`src/rtl/sqrt_fp_ctrl.sv`:
```
// Requester/normaliser for the core_SQRT unit on 16-bit floats [s|e|m] = [1|8|7].
// Screens special operands, issues the core request and rounds/repacks the Q2.14 core result.
module sqrt_fp_ctrl #(
    parameter int unsigned LAMP_FLOAT_E_DW = 8,
    parameter int unsigned LAMP_FLOAT_F_DW = 7,
    parameter int unsigned LAMP_FLOAT_BIAS = 127
) (
    input  logic                                     clk,
    input  logic                                     rst,
    input  logic                                     doSqrt_i,
    input  logic                                     doInvSqrt_i,
    input  logic [LAMP_FLOAT_E_DW+LAMP_FLOAT_F_DW:0] op_i,
    output logic                                     ready_o,
    output logic [LAMP_FLOAT_E_DW+LAMP_FLOAT_F_DW:0] result_o,
    output logic                                     valid_o,
    output logic                                     invalid_o,
    output logic                                     divzero_o,
    output logic                                     core_doSqrt_o,
    output logic                                     core_doInvSqrt_o,
    output logic [LAMP_FLOAT_F_DW+1:0]               core_f_o,
    input  logic [15:0]                              core_result_i,
    input  logic                                     core_valid_i
);

    localparam int unsigned EW = LAMP_FLOAT_E_DW;
    localparam int unsigned FW = LAMP_FLOAT_F_DW;
    localparam int unsigned W  = 1 + EW + FW;

    typedef enum logic [2:0] {StIdle, StIssue, StWait, StNorm, StDone} state_e;

    state_e         state_q, state_d;
    logic           is_inv_q, is_inv_d;
    logic           special_q, special_d;
    logic [EW-1:0]  half_k_q, half_k_d;
    logic [FW+1:0]  core_f_q, core_f_d;
    logic [15:0]    core_res_q, core_res_d;
    logic [W-1:0]   spec_res_q, spec_res_d;
    logic           spec_inv_q, spec_inv_d;
    logic           spec_dz_q, spec_dz_d;
    logic [W-1:0]   result_q, result_d;
    logic           invalid_q, invalid_d;
    logic           divzero_q, divzero_d;

    // Operand decode
    logic           op_sign;
    logic [EW-1:0]  op_exp;
    logic [FW-1:0]  op_man;
    logic           op_zero, op_inf, op_nan;
    logic           req, req_inv;
    logic           spec_hit, spec_inv, spec_dz;
    logic [W-1:0]   spec_res;
    logic [EW:0]    unb_exp;
    logic [FW+1:0]  issue_f;

    assign op_sign = op_i[W-1];
    assign op_exp  = op_i[W-2 -: EW];
    assign op_man  = op_i[FW-1:0];
    assign op_zero = (op_exp == '0);  // denormals flush to zero
    assign op_inf  = (&op_exp) && (op_man == '0);
    assign op_nan  = (&op_exp) && (op_man != '0);
    assign req     = doSqrt_i | doInvSqrt_i;
    assign req_inv = ~doSqrt_i & doInvSqrt_i;

    always_comb begin
        spec_hit = 1'b1;
        spec_inv = 1'b0;
        spec_dz  = 1'b0;
        spec_res = '0;
        if (op_nan || (op_sign && !op_zero)) begin
            spec_res = {1'b0, {EW{1'b1}}, 1'b1, {(FW-1){1'b0}}};
            spec_inv = 1'b1;
        end else if (op_zero) begin
            if (req_inv) begin
                spec_res = {1'b0, {EW{1'b1}}, {FW{1'b0}}};
                spec_dz  = 1'b1;
            end else begin
                spec_res = {op_sign, {(W-1){1'b0}}};
            end
        end else if (op_inf) begin
            spec_res = req_inv ? '0 : {1'b0, {EW{1'b1}}, {FW{1'b0}}};
        end else begin
            spec_hit = 1'b0;
        end
    end

    // Odd exponents shift one mantissa bit so the core operand stays in [0.25, 1).
    // Either way k/2 = floor(u/2) + 1.
    assign unb_exp = {1'b0, op_exp} - (EW+1)'(LAMP_FLOAT_BIAS);
    assign issue_f = unb_exp[0] ? {1'b1, op_man, 1'b0} : {2'b01, op_man};

    // Normalisation of the Q2.14 core result
    logic [3:0]     lead_pos;
    logic [15:0]    norm;
    logic [FW-1:0]  mant_trunc;
    logic           guard, sticky, round_up;
    logic [FW:0]    mant_sum;
    logic [EW-1:0]  exp_res;
    logic [W-1:0]   norm_res;

    always_comb begin
        lead_pos = '0;
        for (int i = 0; i < 16; i++) begin
            if (core_res_q[i]) begin
                lead_pos = 4'(i);
            end
        end
    end

    assign norm       = core_res_q << (4'd15 - lead_pos);
    assign mant_trunc = norm[14 -: FW];
    assign guard      = norm[14-FW];
    assign sticky     = |norm[13-FW:0];
    assign round_up   = guard & (sticky | mant_trunc[0]);
    assign mant_sum   = {1'b0, mant_trunc} + (FW+1)'(round_up);
    assign exp_res    = (is_inv_q ? -half_k_q : half_k_q) + EW'(lead_pos) - EW'(14)
                        + EW'(LAMP_FLOAT_BIAS) + EW'(mant_sum[FW]);
    // norm[15] is clear only when the core returned zero
    assign norm_res   = norm[15] ? {1'b0, exp_res, mant_sum[FW-1:0]} : '0;

    always_comb begin
        state_d    = state_q;
        is_inv_d   = is_inv_q;
        special_d  = special_q;
        half_k_d   = half_k_q;
        core_f_d   = core_f_q;
        core_res_d = core_res_q;
        spec_res_d = spec_res_q;
        spec_inv_d = spec_inv_q;
        spec_dz_d  = spec_dz_q;
        result_d   = result_q;
        invalid_d  = invalid_q;
        divzero_d  = divzero_q;
        unique case (state_q)
            StIdle: begin
                if (req) begin
                    is_inv_d = req_inv;
                    if (spec_hit) begin
                        // Specials pass through NORM so both paths share DONE timing
                        special_d  = 1'b1;
                        spec_res_d = spec_res;
                        spec_inv_d = spec_inv;
                        spec_dz_d  = spec_dz;
                        state_d    = StNorm;
                    end else begin
                        special_d = 1'b0;
                        core_f_d  = issue_f;
                        half_k_d  = unb_exp[EW:1] + EW'(1);
                        state_d   = StIssue;
                    end
                end
            end
            StIssue: state_d = StWait;
            StWait: begin
                if (core_valid_i) begin
                    core_res_d = core_result_i;
                    state_d    = StNorm;
                end
            end
            StNorm: begin
                if (special_q) begin
                    result_d  = spec_res_q;
                    invalid_d = spec_inv_q;
                    divzero_d = spec_dz_q;
                end else begin
                    result_d  = norm_res;
                    invalid_d = 1'b0;
                    divzero_d = 1'b0;
                end
                state_d = StDone;
            end
            StDone: state_d = StIdle;
            default: state_d = StIdle;
        endcase
    end

    always_ff @(posedge clk or posedge rst) begin
        if (rst) begin
            state_q    <= StIdle;
            is_inv_q   <= 1'b0;
            special_q  <= 1'b0;
            half_k_q   <= '0;
            core_f_q   <= '0;
            core_res_q <= '0;
            spec_res_q <= '0;
            spec_inv_q <= 1'b0;
            spec_dz_q  <= 1'b0;
            result_q   <= '0;
            invalid_q  <= 1'b0;
            divzero_q  <= 1'b0;
        end else begin
            state_q    <= state_d;
            is_inv_q   <= is_inv_d;
            special_q  <= special_d;
            half_k_q   <= half_k_d;
            core_f_q   <= core_f_d;
            core_res_q <= core_res_d;
            spec_res_q <= spec_res_d;
            spec_inv_q <= spec_inv_d;
            spec_dz_q  <= spec_dz_d;
            result_q   <= result_d;
            invalid_q  <= invalid_d;
            divzero_q  <= divzero_d;
        end
    end

    assign ready_o          = (state_q == StIdle);
    assign valid_o          = (state_q == StDone);
    assign core_doSqrt_o    = (state_q == StIssue) & ~is_inv_q;
    assign core_doInvSqrt_o = (state_q == StIssue) & is_inv_q;
    assign core_f_o         = core_f_q;
    assign result_o         = result_q;
    assign invalid_o        = invalid_q;
    assign divzero_o        = divzero_q;

endmodule

```
`config.mk`:
```
export PLATFORM = sky130hd
export DESIGN_NAME = sqrt_fp_ctrl
export DESIGN_NICKNAME = d
export VERILOG_FILES = /design/src/rtl/sqrt_fp_ctrl.sv
export SDC_FILE = /design/constraint.sdc
export NUM_CORES = 1
export LEC_CHECK = 0
export CAP_MARGIN = 20
export CORE_ASPECT_RATIO = 2
export CORE_MARGIN = 2
export CORE_UTILIZATION = 55
export CTS_CLUSTER_DIAMETER = 40
export DETAILED_ROUTE_END_ITERATION = 8
export PLACE_DENSITY = 0.92
export SLEW_MARGIN = 20
export SYNTH_ARGS = -nofsm -noshare
export SYNTH_HDL_FRONTEND = slang
export SYNTH_SLANG_ARGS = --single-unit
```
`constraint.sdc`:
```
create_clock -name clk -period 4.69 [get_ports clk]
set_input_delay 1.1725 -clock clk [delete_from_list [all_inputs] [get_ports clk]]
set_output_delay 1.1725 -clock clk [all_outputs]
set_load 0.01 [all_outputs]
```
# [Word level (Yosys, flattened, before mapping)]
# Cells that the tools add are included.
[classes] n_addsub=9 eq_ne=6 shifts=1 muxes=38 bitwise_logic=9 n_reduce_logical=16
[ops] operator="$mux W16" count=4
[ops] operator="$mux W4" count=14
[ops] operator="$mux W15" count=3
[ops] operator="$shl A16 B4 Y16" count=1
[ops] operator="$pmux W3 S4" count=1
[ops] operator="$mux W1" count=11
[ops] operator="$mux W9" count=1
[ops] operator="$sub A8 B7 Y9 const B" count=1
[ops] operator="$add A7 B1 Y8" count=1
[ops] operator="$add A8 B1 Y8" count=1
[ops] operator="$add A8 B1 Y8 const B" count=1
[ops] operator="$add A8 B4 Y8" count=1
[ops] operator="$add A8 B7 Y8 const B" count=1
[ops] operator="$logic_not A8 Y1" count=1
[ops] operator="$mux W8" count=1
[ops] operator="$neg A8 Y8" count=1
[ops] operator="$reduce_and A8 Y1" count=1
[ops] operator="$sub A8 B4 Y8 const B" count=1
[ops] operator="$logic_not A7 Y1" count=1
[ops] operator="$reduce_bool A7 Y1" count=1
[ops] operator="$reduce_or A7 Y1" count=1
[ops] operator="$eq A3 B2 Y1 const B" count=2
[ops] operator="$mux W3" count=2
[ops] operator="$reduce_and A2 Y1" count=3
[ops] operator="other kinds (14)" count=23
[word_totals] reg_bits=74 input_bits=37

# [Logic depth before layout (Yosys ltp)]
[depth] word_depth=24 mapped_depth=22 depth_no_buf=20

# [Least setup slack after synthesis]
# No wires, ideal clock.
[synth_path] kind="register to register" from="register core_res_q[5]" to="register result_q[13] (netlist: result_o[13])" setup_time_ns=0.077 arrival_ns=3.752 required_ns=4.613 path_slack_ns=0.860 stages_incl_launch_ff=21 n_path_buf=1 synth_period_minus_slack_ns=3.830 cell_sequence="dfrtp_1 buf_6 inv_2 a221o_1 a2111o_1 a32oi_1 mux2i_2 mux2i_2 a211oi_1 nand3_1 nor2_1 ha_1 fa_1 a21oi_1 nor2_1 nor2_1 o21bai_1 a21oi_1 xnor2_1 nand2_1 a21oi_1"
[synth_between] elab_chain_len=20 word_cells_on_any_way=23
[synth_lines] element="start: declaration" line_no="36" source="logic [15:0] core_res_q, core_res_d;"
[synth_lines] element="start signal: assignment" line_no="196" source="core_res_q <= core_res_d;"
[synth_lines] element="$mux W4 (11 in series)" line_no="103" source="if (core_res_q[i]) begin"
[synth_lines] element="$sub A4 B4 Y4" line_no="109" source="assign norm = core_res_q << (4'd15 - lead_pos);"
[synth_lines] element="$shl A16 B4 Y16" line_no="109"
[synth_lines] element="$reduce_or A7 Y1" line_no="112" source="assign sticky = |norm[13-FW:0];"
[synth_lines] element="$or A1 B1 Y1" line_no="113" source="assign round_up = guard & (sticky | mant_trunc[0]);"
[synth_lines] element="$and A1 B1 Y1" line_no="113"
[synth_lines] element="$add A7 B1 Y8" line_no="114" source="assign mant_sum = {1'b0, mant_trunc} + (FW+1)'(round_up);"
[synth_lines] element="$add A8 B1 Y8" line_no="116" source="+ EW'(LAMP_FLOAT_BIAS) + EW'(mant_sum[FW]);"
[synth_lines] element="$mux W15 (*)" line_no="118" source="assign norm_res = norm[15] ? {1'b0, exp_res, mant_sum[FW-1:0]} : '0;"
[synth_lines] element="$mux W16 (*)" line_no="160" source="if (special_q) begin"
[synth_lines] element="end signal: assignment" line_no="200" source="result_q <= result_d;"
[synth_lines] element="end: declaration" line_no="40" source="logic [W-1:0] result_q, result_d;"
# Every way passes the cells marked *; elsewhere a longest branch is shown, timed or not.
# A chain may end at the register's enable or synchronous reset.

# [Worst setup path after layout]
[layout_path] from="register core_res_q[5]" to="register result_q[14] (netlist: result_o[14])"
# Same word-level chain as after synthesis.

==> summary.md <==
| Metric | Value |
|---|---|
| Status | completed |
| Core ar. | 7540 um2 |
| RR Endpoint | result_o[14] |
| Ports | 68 |
| Share of post-route cells with drive strength above 1 | approximately an eighth |
| Final WL | ~12000 um |
| Final clock skew | between 7 and 8 ps |
| # setup viols final | 0 |
| Critical path required time | approximately 5000 ps |
| Die height | about 130 um |
| Via density | slightly above 6 |
| Layout area overhead | 26.4% |
| Core Rows | 45 |
| Post-Synthesis Cells | around 490 |
| Main flop type after synthesis | dfrtp_1 |
| HPWL after DPL | just under 10000 um |
| Clock Path Buffers | 2 |
| Power Density | around 890 nW/um2 |
| HP Start | result_o[1] |
| Synth Register Bits | 60 |
| FMAX | between 200 and 250 MHz |
| Dominant cell type by area after synthesis | dfrtp_1 |
| CP Capture Type | register |
| Startpoint types | register |
| Async SR Flop Fraction | between 90% and 100% |
| Die X | 66.0 um |
| Final instance area | 5350 um2 |
| Max-Cap Viols | 0 |
| H-tree Lvls | 3 |
| CP arrival | between 4000 and 5000 ps |
| Hold Vio Cnt, Final | 0 |
| Gr usage total | 31.6% |
| Iter 0 DRT Violations | between 300 and 400 |
| Number of distinct library cells after synthesis | 70 |
| Initial DRT Pass Iterations | 6 |
| VDD IR max | roughly 0.44 mV |
| Worst hold path class | register to register |
| Hold path cells | 2 |
| Dpl cell area | approximately 5000 um2 |
| Measured slew at the worst slew-check pin | 820 ps |
| Avg WL per Cell | 19.0 um |
| Avg Synthesized Cell Area | between 8 and 9 um2 |
| First-pass GRT wire length | between 20000 and 25000 um |
| Nets@finish | around 610 |
| DIE AREA | roughly 8400 um2 |
| Worst-path fanout max | 9 |
| Clock latency on the worst-skew pair | approximately 340 ps |
| CTS sink count | 60 |
| Worst Hold End | result_o[1] |
| Worst reg2reg path depth | 19 |
| DRC | 0 |
| Crit share post-route | a little over nine tenths |
| Worst r2r src | core_res_q[5] |
| Clock Root Buffer | clkbuf_16 |
| Vias in the first global route | between 4k and 5k |
| Mapped cell area | roughly 4200 um2 |
| CTS tree | built |
| Slew Limit Fails | 0 |
| Starting Density | 56.1% |
| GRT overflow | 0 |
| Pleak | between 2 and 2.5 nW |
| Post-synthesis sequential area ratio | a little over a third |
| Synthesis Warnings | 0 |
| Hold Buf Count CTS | 0 |
| Slew HR | 45.2% |
| Port Buffers | 67 |
| Share of the synthesized area in the top cell type | between 30 and 40% |
| CP Class | register to register |
| Inserted Diodes | 0 |
| Minimum clock period | ~4400 ps |
| Synth Net Count | approximately 550 |
| Routability Congestion | between 1 and 1.5 |
| Post-synth EDFFs | 0 |
| TritonCTS Buffers | 9 |
| RSZ-0062 raised after global routing | no |
| Largest net degree at the start of global routing | 50 |
| Vias | ~4k |
| Final ANT Viol Nets | 0 |
| Setup TNS | 0 ps |
| Reg2reg setup slack | 270 ps |
| Initial antenna violation count | 0 |
| Area contributors post-synth | dfrtp_1, nand2_1, ha_1, xnor2_1, mux2_2 |
| Clock-pin slew on the worst setup and hold paths | 60 ps |
==> through the flow <==
step | utilization (%) | hold WS (ps) | worst slack, ps | std cells | power (W)
2_1_floorplan | - | 460 | 860 | 492 | 0.00308
3_3_place_gp | 66.4 | 460 | 356 | 641 | 0.00389
3_5_place_dp | 66.4 | 466 | 300 | 641 | 0.00398
4_1_cts | 70.4 | 479 | 240 | 657 | 0.00468
5_1_grt | 70.8 | 502 | 48.5 | 657 | 0.00509
6_report | 70.8 | 483 | 268 | 657 | 0.00475
==> what timing repair did <==
| action | CTS | global route |
|---|---|---|
| setup buffers | 0 | 0 |
| setup endpoints to repair | 0 | 2 |
| gates resized for setup | 0 | 6 |
| hold endpoints to repair | 0 | 0 |
==> per-layer routing <==
metal | wire [um] | share of wire, % | GRT usage, % | up-vias
met5 | 0 | 0 | 0 | -
met4 | 839 | 6.7 | 22.6 | 0
met3 | 554 | 4.4 | 6.76 | 64
met2 | 6960 | 56 | 58.3 | 149
met1 | 4140 | 33 | 29.0 | 1976
li1 | - | - | - | 1907
==> cells in the mapped netlist, types with 4 or more instances <==
master,n
o22ai_1,4
nand2_1,68
a32oi_1,5
nand3_1,11
mux2_2,14
mux2i_1,14
nand4_1,5
nor2_1,41
dfrtp_1,60
buf_2,4
ha_1,16
o21ai_0,28
a22o_1,5
xnor2_1,19
clkbuf_1,18
a21oi_1,30
nor2b_1,4
a211oi_1,6
nor4_1,9
o31ai_1,4
inv_1,21
nor3_1,11
and2_1,5
nand2b_1,6
xor2_1,7
a21o_1,7
==> where the power goes <==
group	switching (W)	internal, W	leakage [nW]
clock network	0.000254	0.000424	0.144
logic	0.00166	0.00134	1.42
registers	0.000322	0.000745	0.728
total	0.00224	0.00251	2.29
==> critical path: stages (launching register included) <==
cell and delay, ps:
dfrtp_1 510, inv_2 100, a221o_1 390, a2111o_1 540, a32oi_2 350, o221ai_1 180, a21oi_1 240, a22oi_2 150
nand3_1 140, nor2_1 90, ha_1 210, a21o_1 180, a21oi_1 230, o21bai_1 90, a21oi_1 230, o21bai_1 110
a21oi_1 190, xnor2_1 140, nand2_1 80, a21oi_1 180
==> how the worst max path moves through the flow <==
stage,start,endpoint
final,core_res_q[5],result_o[14]
after detailed placement,core_res_q[5],result_o[14]
after global placement,core_res_q[11],result_o[13]
after CTS,core_res_q[5],result_o[14]
after global routing,core_res_q[5],result_o[14]
after floorplan,core_res_q[5],result_o[13]
==> registers in the layout, summed over array words and instances, names as in the netlist <==
register    cells
is_inv_q        1
state_q         3
invalid_o       1
result_o       16
special_q       1
spec_dz_q       1
half_k_q        8
divzero_o       1
core_res_q     16
core_f_o        9
spec_res_q      3
==> cells by family (layout without fill, tap and decap cells) <==
group | count (synthesis) | count (layout) | synth area share (%)
and+or+nand+nor | 180 | 180 | 20.2
muxes | 30 | 30 | 7.69
xor gates and xnor gates | 26 | 26 | 5.38
AOI/OAI and AO/OA | 130 | 130 | 21.2
DFF | 60 | 60 | 35.5
adders and majority gates | 17 | 17 | 5.21
buffers and inverters | 49 | 120 | 4.73
==> layout by cell type, fill, tap and decap left out, types with 3 or more instances in the layout <==
cell type        count
o31a_1               3
inv_1               20
nor2_1              40
nor4_1               9
o211ai_1             3
a32oi_2              3
nand4_1              5
o21ai_0             28
and2_1               5
clkinv_2             3
a21oi_1             30
inv_2                3
nor2_2               4
mux2_2              14
a211oi_1             6
nor4b_1              3
mux2i_1             14
nor3b_1              3
o31ai_1              4
ha_1                16
clkdlybuf4s50_1     67
xor2_1               7
nand2b_1             6
a21o_1               7
clkbuf_16            9
nor2b_1              4
a32oi_1              3
nand3_1             11
xnor2_1             19
o22ai_1              4
a22o_1               5
o221ai_1             3
nand2_1             68
dfrtp_1             59
buf_4               13
nor3_1              10
nand3b_1             3
o21bai_1             3
==> area by class of cell <==
type                    instances  area [um2]
multi-input cells             383        2560
clock buffers                  10         239
well taps                      94         118
fillers                       612        2200
inverters                      24        91.3
repair buffers                 80         768
clock inverters                 6        63.8
flip-flops and latches         60        1500
Note: power is estimated with default switching activity, not from simulation.
